## config.mk

```make
export PLATFORM = sky130hd
export DESIGN_NAME = instruction_fetch
export DESIGN_NICKNAME = d
export VERILOG_FILES = /design/src/rtl/instruction_fetch.sv
export SDC_FILE = /design/constraint.sdc
export NUM_CORES = 1
export LEC_CHECK = 0
export ABC_AREA = 1
export CORE_MARGIN = 3
export CORE_UTILIZATION = 44
export CTS_CLUSTER_SIZE = 16
export DETAILED_ROUTE_END_ITERATION = 16
export GPL_ROUTABILITY_DRIVEN = 0
export GPL_TIMING_DRIVEN = 0
export PLACE_DENSITY = 0.76
export SYNTH_ARGS = -nofsm -noshare
export SYNTH_HDL_FRONTEND = slang
export SYNTH_SLANG_ARGS = --single-unit
```

## constraint.sdc

```tcl
create_clock -name i_clk -period 7.2 [get_ports i_clk]
set_clock_uncertainty 0.1 [all_clocks]
set_input_delay 2.16 -clock i_clk [delete_from_list [all_inputs] [get_ports i_clk]]
set_output_delay 2.16 -clock i_clk [all_outputs]
set_load 0.05 [all_outputs]
```

## src/rtl/instruction_fetch.sv

```systemverilog
// Fetch stage: owns the PC, reads instruction memory over req/ack and holds one instruction for
// decode. Optional misaligned-redirect trap is enabled by defining FETCH_ALIGN_CHECK_EN.
module instruction_fetch #(
  parameter logic [31:0] RESET_PC  = 32'h0000_0000,
  parameter logic [31:0] NOP_INSTR = 32'h0000_0013
) (
  input  logic        i_clk,
  input  logic        i_reset,
  output logic        o_imem_req,
  output logic [31:0] o_imem_addr,
  input  logic        i_imem_ack,
  input  logic [31:0] i_imem_rdata,
  input  logic        i_stall,
  input  logic        i_branch_taken,
  input  logic [31:0] i_branch_target,
  output logic [31:0] o_instruction,
  output logic [31:0] o_pc_out,
  output logic        o_valid,
  output logic        o_fault
);

  typedef enum logic [1:0] {StIdle, StFetch, StHold, StDrain} state_e;

  state_e      r_state;
  state_e      w_state_next;
  logic [31:0] r_pc;
  logic [31:0] w_pc_next;
  logic [31:0] r_pend_pc;
  logic [31:0] w_pend_next;
  logic [31:0] r_instr;
  logic [31:0] w_instr_next;
  logic [31:0] r_pc_out;
  logic [31:0] w_pc_out_next;
  logic [31:0] w_target;
  logic        w_misalign;
  logic        w_redirect;
  logic        w_bad;
  logic        w_fault;

`ifdef FETCH_ALIGN_CHECK_EN
  logic r_fault;

  assign w_target   = i_branch_target;
  assign w_misalign = |i_branch_target[1:0];
  assign w_fault    = r_fault;

  always_ff @(posedge i_clk or posedge i_reset) begin
    if (i_reset) begin
      r_fault <= 1'b0;
    end else if (w_bad) begin
      r_fault <= 1'b1;
    end
  end
`else
  logic w_unused_tgt_lsb;

  assign w_target         = {i_branch_target[31:2], 2'b00};
  assign w_misalign       = 1'b0;
  assign w_fault          = 1'b0;
  assign w_unused_tgt_lsb = ^i_branch_target[1:0];
`endif

  assign w_redirect = i_branch_taken & ~w_misalign;
  assign w_bad      = i_branch_taken & w_misalign;

  // State register
  always_ff @(posedge i_clk or posedge i_reset) begin
    if (i_reset) begin
      r_state <= StIdle;
    end else begin
      r_state <= w_state_next;
    end
  end

  // Next state: redirects take priority over ack, stall and transfer
  always_comb begin
    w_state_next = r_state;
    if (w_bad) begin
      w_state_next = StIdle;
    end else begin
      unique case (r_state)
        StIdle: begin
          if (!w_fault) w_state_next = StFetch;
        end
        StFetch: begin
          if (w_redirect) begin
            w_state_next = i_imem_ack ? StFetch : StDrain;
          end else if (i_imem_ack) begin
            w_state_next = StHold;
          end
        end
        StHold: begin
          if (w_redirect || !i_stall) w_state_next = StFetch;
        end
        StDrain: begin
          if (i_imem_ack) w_state_next = StFetch;
        end
        default: w_state_next = StIdle;
      endcase
    end
  end

  // Datapath next values
  always_comb begin
    w_pc_next     = r_pc;
    w_pend_next   = r_pend_pc;
    w_instr_next  = r_instr;
    w_pc_out_next = r_pc_out;
    if (w_bad) begin
      w_instr_next = NOP_INSTR;
    end else begin
      unique case (r_state)
        StIdle: begin
          if (w_redirect) w_pc_next = w_target;
        end
        StFetch: begin
          if (w_redirect) begin
            if (i_imem_ack) begin
              w_pc_next = w_target;
            end else begin
              w_pend_next = w_target;
            end
          end else if (i_imem_ack) begin
            w_instr_next  = i_imem_rdata;
            w_pc_out_next = r_pc;
          end
        end
        StHold: begin
          if (w_redirect) begin
            w_pc_next    = w_target;
            w_instr_next = NOP_INSTR;
          end else if (!i_stall) begin
            w_pc_next    = r_pc + 32'd4;
            w_instr_next = NOP_INSTR;
          end
        end
        StDrain: begin
          if (w_redirect) w_pend_next = w_target;
          // A redirect arriving with the ack is the newest target
          if (i_imem_ack) w_pc_next = w_redirect ? w_target : r_pend_pc;
        end
        default: ;
      endcase
    end
  end

  always_ff @(posedge i_clk or posedge i_reset) begin
    if (i_reset) begin
      r_pc      <= RESET_PC;
      r_pend_pc <= RESET_PC;
      r_instr   <= NOP_INSTR;
      r_pc_out  <= RESET_PC;
    end else begin
      r_pc      <= w_pc_next;
      r_pend_pc <= w_pend_next;
      r_instr   <= w_instr_next;
      r_pc_out  <= w_pc_out_next;
    end
  end

  // Outputs
  always_comb begin
    o_imem_req    = (r_state == StFetch) || (r_state == StDrain);
    o_imem_addr   = r_pc;
    o_valid       = (r_state == StHold);
    o_instruction = r_instr;
    o_pc_out      = r_pc_out;
    o_fault       = w_fault;
  end

endmodule
```

======== Yosys cells after proc, flatten, opt, wreduce, memory -nomap -nowiden ========
Cells that the tools add are included.
word-level totals
  word-level logic and storage cells ...... 52
  flip-flop bits (word level) ............. 130
operators by class
  $add $sub $neg .......................... 1
  multiplexer cells ....................... 22
  reduce and logical (&&, ||, !) cells .... 11
  equality and inequality tests ........... 12
  bitwise logic cells ..................... 1
operator list
  kind                     number
  $mux W32                 13
  $pmux W32 S2             2
  $pmux W32 S4             1
  $add A32 B3 Y32 const B  1
  $ne A2 B2 Y1 const B     6
  $mux W2                  5
  $reduce_and A3 Y1        3
  $pmux W2 S4              1
  $ne A3 B3 Y1 const B     2
  $reduce_and A5 Y1        1
  $eq A2 B2 Y1 const B     2
  $reduce_and A4 Y1        1
  $reduce_bool A2 Y1       2
  $eq A2 B1 Y1 const B     1
  $logic_not A2 Y1         1
  $logic_or A1 B1 Y1       2
  $ne A2 B1 Y1 const B     1
  $logic_not A1 Y1         1
  $not A1 Y1               1

======== Depth between registers and ports, before layout ========
Gate-level depths: netlist of the first run.
  word-level depth ........................ 4
  gate-level depth with buffers ........... 12
  gate-level depth less buffers ........... 12

======== Least setup slack after synthesis of the first run ========
Ideal clock, no wire load.
  path kind ............................... in2reg
  start ................................... input i_branch_taken
  end ..................................... register r_pc_out[7] (netlist: o_pc_out[7])
  path slack .............................. 3.775 ns
  arrival time ............................ 3.201 ns
  stages .................................. 8
  library setup time ...................... 0.125 ns
  cells stage by stage .................... buf_4 -> inv_2 -> buf_6 -> nand2_2 -> inv_1 -> nand2_1 -> buf_2 -> mux2_2
on the way
  cells in the longest elaborated chain, start to end .. 2
ends and longest elaborated chain
  item                                line  RTL
  start: declaration                  14    input logic i_branch_taken,
  $not A1 Y1 (no source line)         -
  $reduce_and A3 Y1 (no source line)  -
  end signal: assignment              157   r_pc_out <= w_pc_out_next;
  end: declaration                    32    logic [31:0] r_pc_out;
No other way between the ends.
A chain may end at the register's enable or synchronous reset.

======== Final worst setup path of the first run ========
  start ................................... register r_state[1]
  end ..................................... output o_valid
on the way
  cells in the longest elaborated chain, start to end .. 1
ends and longest elaborated chain
  item                      line  RTL
  start: declaration        24    state_e r_state;
  start signal: assignment  69    r_state <= StIdle;
  start signal: assignment  71    r_state <= w_state_next;
  $eq A2 B2 Y1              165   o_valid = (r_state == StHold);
  end: declaration          18    output logic o_valid,
No other way between the ends.

==> impl_metrics.py, run 1 <==
metrics = {
    "route": {
        "vias": 7388,
        "ant_nets": 0,
        "avgRoutedWirePerCell_um": 17.2,
        "drt_iter0_markers": 1016,
        "drc_errors": 0,
        "vias_per_cell": 5.42,
        "first_pass_iters": 6,
        "routed_wl_um": 23500,
    },
    "sta": {
        "hold_viol_final": 0,
        "period_needed_ps": 4680,
        "max-slew-margin-rel_pct": 61.9,
        "max_freq_ghz": 0.214,
        "fin_crit_sh_pct": 64.9,
        "finalSetupViolCount": 0,
        "maxSlewViolCount": 0,
        "tightestPinTransition_ps": 572,
        "rsz0062_at_grt": "false",
    },
    "finish": {
        "finalInstanceArea_sq_um": 9690,
        "layout_common_cells": "nand2_1, clkdlybuf4s50_1, dfrtp_1",
        "post_route_cells_drive_above_1_share_pct": 9.11,
        "stdcell_count": 1364,
        "fill_cells": 1332,
        "fin_nets": 1210,
        "antennaDiodeCount": 0,
        "final_common_cell": "nand2_1",
        "syn2layout_area_growth_pct": 36.2,
    },
    "global_route": {
        "grt_max_degree": 84,
        "grt_use_met1_pct": 36.9,
        "grt_pass1_vias": 6830,
        "grt_pass1_wl_um": 36900,
        "use_met3_pct": 7.06,
        "use_met2_pct": 39.3,
        "grt.busiest_layer": "met2",
        "track_usage_pct": 26.2,
        "grt-ovfl-total": 0,
        "antenna_found_initial": 0,
    },
    "yosys": {
        "synth.avg_cell_area_sq_um": 7.43,
        "synth_async_sr_flop_share_pct": 100,
        "ys_ff_latch": 130,
        "synth-edff-count": 0,
        "netlist_area_sq_um": 7110,
        "ys_warn_count": 0,
        "seq_area_frac_synth_pct": 45.8,
        "synthFlopType": "dfrtp_1",
        "synthesis.nets": 1027,
        "synth_cell_type_count": 39,
        "synth_cells": 957,
    },
    "run_status": {
        "outcome": "finished clean",
    },
    "clock_tree": {
        "postCtsHoldBufs": 0,
        "cts_buffers": 17,
        "clk_path_buf_depth": 2,
        "root_buffer": "clkbuf_16",
        "cts_resized": 0,
        "cts_tree": "yes",
        "cts.clk_slew.worst_paths_ps": 60,
        "clock_latency_ps": 420,
        "htreeDepth": 4,
        "cts_sinks": 130,
        "post_cts_buffers": 0,
    },
    "placed_design": {
        "placed_area_sq_um": 9040,
        "portBuffers": 163,
        "dp.cells": 1332,
        "dp_hpwl_um": 17400,
    },
    "power_and_ir_drop": {
        "leakage_nw": 4.40,
        "power_density_nw_per_um2": 530,
        "ir_worst_vdd_v": 0.000229,
    },
    "floorplanning": {
        "die_w_um": 133,
        "floorplan.initialDensity_pct": 45.9,
        "num_rows": 45,
        "core_area_sq_um": 15500,
        "die_h_um": 133,
        "die-area_sq_um": 17700,
        "pin_count": 168,
    },
    "critical_path": {
        "worstSetupPathType": "flip-flop to primary output",
        "worst_setup_path_start_kind": "flip-flop",
        "cp_data_arrival_time_ps": 2420,
        "rrSetupSlack_ps": 5090,
        "crit_required_ps": 4940,
        "reg2regPathDepth": 6,
        "rr_startpoint": "r_state[1]",
        "cp_max_fo": 10,
        "r2r_end": "o_imem_addr[8]",
        "startpoint": "r_state[1]",
        "crit_path_end_kind": "primary output",
        "endpoint": "o_valid",
    },
    "job": {
        "maxCapViolations": 0,
    },
    "min_path": {
        "hold_path.class": "flip-flop to flip-flop",
    },
}
==> report_power, final <==
group          internal (mW)  switching [mW]
combinational          0.883            1.94
sequential              1.08           0.292
clock                  0.624           0.323
total                   2.58            2.55
==> sequential cells by signal, summed over array words and instances, names as in the netlist <==
register and flops:
o_imem_addr 32, o_instruction 32, o_pc_out 32, r_pend_pc 32, r_state 2
==> metrics by stage <==
step / worst slack [ps] / utilization (%) / hold slack, ps / TNS [ps] / total power [mW]
floorplan: 1480 / - / 372 / 0 / 3.18
global placement: -499 / 58.2 / 365 / -61930 / 4.11
detailed placement: 3010 / 58.4 / 372 / 0 / 4.16
CTS: 2550 / 62.6 / 386 / 0 / 5.12
global route: 2460 / 62.6 / 410 / 0 / 5.41
finish: 2520 / 62.6 / 383 / 0 / 5.14
==> worst min-delay path by stage <==
| stage | startpoint | end | depth (start not counted) |
|---|---|---|---|
| 3_3_place_gp | o_pc_out[3] | o_pc_out[3] | 2 |
| 4_1_cts | o_pc_out[3] | o_pc_out[3] | 2 |
| 3_5_place_dp | o_pc_out[3] | o_pc_out[3] | 2 |
| 6_report | o_pc_out[18] | o_pc_out[18] | 2 |
| 5_1_grt | o_pc_out[11] | o_pc_out[11] | 2 |
| 2_1_floorplan | r_pend_pc[0] | r_pend_pc[0] | 2 |
==> cells in the mapped netlist, types with 2 or more instances <==
| cell | number | area, sq um |
|---|---|---|
| a211oi_1 | 18 | 135 |
| a21oi_1 | 55 | 275 |
| a31oi_1 | 8 | 50.1 |
| a32oi_1 | 3 | 26.3 |
| buf_2 | 25 | 125 |
| buf_4 | 6 | 45.0 |
| buf_6 | 4 | 45.0 |
| clkbuf_1 | 13 | 48.8 |
| clkbuf_2 | 2 | 10.0 |
| dfrtp_1 | 127 | 3180 |
| dfstp_2 | 3 | 78.8 |
| inv_1 | 113 | 424 |
| inv_2 | 5 | 18.8 |
| mux2_2 | 8 | 90.1 |
| nand2_1 | 234 | 878 |
| nand2_2 | 3 | 18.8 |
| nand3_1 | 56 | 280 |
| nand3b_1 | 2 | 15.0 |
| nand4_1 | 2 | 12.5 |
| nor2_1 | 107 | 402 |
| nor2_2 | 7 | 43.8 |
| nor2_4 | 4 | 45.0 |
| o211ai_1 | 3 | 22.5 |
| o21ai_0 | 109 | 546 |
| o22ai_1 | 20 | 125 |
| o32ai_1 | 2 | 17.5 |
| or2_2 | 2 | 12.5 |
| xor2_1 | 5 | 43.8 |
==> per-layer routing <==
layer / vias up / routed length (um)
met5: - / 0
met4: 0 / 613
met3: 50 / 2390
met2: 409 / 10400
met1: 3450 / 10100
li1: 3479 / -
==> cells by family after synthesis <==
kind of cell               synth area share, %
and+or+nand+nor                           24.2
AOI/OAI and AO/OA                         17.7
buffers and inverters                     10.1
DFF                                       45.8
muxes                                     1.27
xor gates and xnor gates                 0.739
adders and majority gates                0.176
other                                   0.0527
==> worst max-delay path, cell delays in order (launching register included) <==
cell             delay [ps]
dfrtp_1                 350
buf_2                   220
nand2_1                 190
inv_1                   230
buf_6                   180
clkdlybuf4s50_1         810
==> cell type report <==
cell class | count | area [sq um] | share of cell area (%)
repair buffers | 164 | 1660 | 17.1
clock buffers | 23 | 498 | 5.14
inverters | 118 | 448 | 4.62
well taps | 211 | 264 | 2.72
multi-input cells | 658 | 3140 | 32.4
flip-flops and latches | 130 | 3260 | 33.6
clock inverters | 9 | 150 | 1.55
plain buffers | 51 | 278 | 2.87
(Power assumes the default switching activity.)
==> run 2, diff against run 1 <==
==> constraint.sdc (replaced) <==
create_clock -name i_clk -period 4.46 [get_ports i_clk]
set_clock_uncertainty 0.1 [all_clocks]
set_input_delay 1.338 -clock i_clk [delete_from_list [all_inputs] [get_ports i_clk]]
set_output_delay 1.338 -clock i_clk [all_outputs]
set_load 0.05 [all_outputs]
==> impl_metrics.py, run 2 (synthesized netlist as in run 1, its figures left out) <==
metrics = {
    "sta": {
        "maxSlewViolCount": 0,
        "period_needed_ps": 3840,
        "rsz0062_at_grt": "false",
        "fin_crit_sh_pct": 86.1,
        "max_freq_ghz": 0.260,
        "fin_setup_tns_ps": 0,
        "hold_viol_final": 0,
        "max-slew-margin-rel_pct": 57.0,
        "tightestPinTransition_ps": 644,
        "finalSetupViolCount": 0,
    },
    "finish": {
        "syn2layout_area_growth_pct": 35.2,
        "fin_nets": 1212,
        "fill_cells": 1364,
        "stdcell_count": 1366,
        "layout_common_cells": "nand2_1, clkdlybuf4s50_1, dfrtp_1",
        "antennaDiodeCount": 0,
        "post_route_cells_drive_above_1_share_pct": 8.92,
        "final_common_cell": "nand2_1",
    },
    "critical_path": {
        "rr_startpoint": "r_state[1]",
        "worst_setup_path_start_kind": "flip-flop",
        "worstSetupPathType": "flip-flop to primary output",
        "crit_path_end_kind": "primary output",
        "cp_data_arrival_time_ps": 2400,
        "endpoint": "o_valid",
        "crit_required_ps": 3020,
        "startpoint": "r_state[1]",
        "rrSetupSlack_ps": 2390,
        "reg2regPathDepth": 6,
        "r2r_end": "o_imem_addr[20]",
        "cp_max_fo": 10,
    },
    "global_route": {
        "grt_max_degree": 42,
        "grt_pass1_wl_um": 37300,
        "grt-ovfl-total": 0,
        "track_usage_pct": 26.4,
        "grt_pass1_vias": 6885,
        "antenna_found_initial": 0,
    },
    "floorplanning": {
        "die_h_um": 133,
        "die_w_um": 133,
        "pin_count": 168,
        "num_rows": 45,
        "floorplan.initialDensity_pct": 45.9,
        "die-area_sq_um": 17700,
        "core_area_sq_um": 15500,
    },
    "placed_design": {
        "dp.cells": 1334,
        "portBuffers": 163,
        "dp_hpwl_um": 17600,
    },
    "run_status": {
        "outcome": "finished clean",
    },
    "route": {
        "avgRoutedWirePerCell_um": 17.3,
        "drc_errors": 0,
        "drt_iter0_markers": 963,
        "ant_nets": 0,
        "first_pass_iters": 6,
        "vias_per_cell": 5.39,
        "vias": 7368,
        "routed_wl_um": 23600,
    },
    "job": {
        "maxCapViolations": 0,
    },
    "clock_tree": {
        "post_cts_buffers": 0,
        "clk_path_buf_depth": 2,
        "cts_resized": 0,
        "cts_buffers": 17,
        "clock_latency_ps": 420,
        "cts_tree": "yes",
        "postCtsHoldBufs": 0,
        "cts.clk_slew.worst_paths_ps": 60,
        "root_buffer": "clkbuf_16",
        "cts_sinks": 130,
        "htreeDepth": 4,
    },
    "power_and_ir_drop": {
        "ir_worst_vdd_v": 0.000352,
        "power_density_nw_per_um2": 842,
        "leakage_nw": 4.37,
    },
    "min_path": {
        "hold_path.class": "flip-flop to flip-flop",
    },
}
==> run 2: stage by stage <==
stage / hold slack (ps) / cell area [sq um] / power [mW] / setup WS (ps) / util, %
finish: 382 / 9620 / 8.10 / 619 / 62.1
global route: 410 / 9620 / 8.53 / 548 / 62.1
CTS: 389 / 9620 / 8.05 / 645 / 62.1
detailed placement: 376 / 9070 / 6.72 / 1100 / 58.6
global placement: 365 / 9010 / 6.64 / 171 / 58.2
floorplan: 372 / 7120 / 5.13 / 1420 / -
==> run 2: routing by layer <==
metal / share of wire [%] / wire, um / track usage [%] / up-vias
li1: - / - / - / 3476
met1: 42 / 9880 / 37.8 / 3387
met2: 44 / 10500 / 39.7 / 453
met3: 11 / 2630 / 6.00 / 52
met4: 2.6 / 623 / 9.03 / 0
met5: 0 / 0 / 0 / -
==> run 2: worst max-delay path: stages, from the launching register on <==
cell	delay, ps
dfrtp_1	350
buf_2	220
nand2_1	180
inv_1	230
buf_6	180
clkdlybuf4s50_1	810
==> run 2: layout make-up <==
class | instances | area (sq um) | share of cell area (%)
clock buffer | 25 | 485 | 5.05
clock inverter | 7 | 60.1 | 0.624
inverter | 118 | 447 | 4.64
tap | 211 | 264 | 2.74
multi-input combinational | 658 | 3140 | 32.6
sequential | 130 | 3260 | 33.9
timing repair buffer | 166 | 1690 | 17.6
buffer | 51 | 278 | 2.89
==> run 2: worst min path at each step <==
stage | startpoint | endpoint | slack [ps] | cells past startpoint
after CTS | o_pc_out[8] | o_pc_out[8] | 390 | 2
after detailed placement | o_pc_out[5] | o_pc_out[5] | 380 | 2
after global routing | o_pc_out[3] | o_pc_out[3] | 410 | 2
after floorplan | r_pend_pc[0] | r_pend_pc[0] | 370 | 2
after global placement | o_pc_out[3] | o_pc_out[3] | 370 | 2
final | o_pc_out[5] | o_pc_out[5] | 380 | 2
==> run 2: report_power, final <==
group,total [mW],internal (mW),switching [mW]
registers,2.21,1.74,0.473
clock network,1.30,0.804,0.499
logic,4.58,1.43,3.16
total,8.10,3.97,4.13
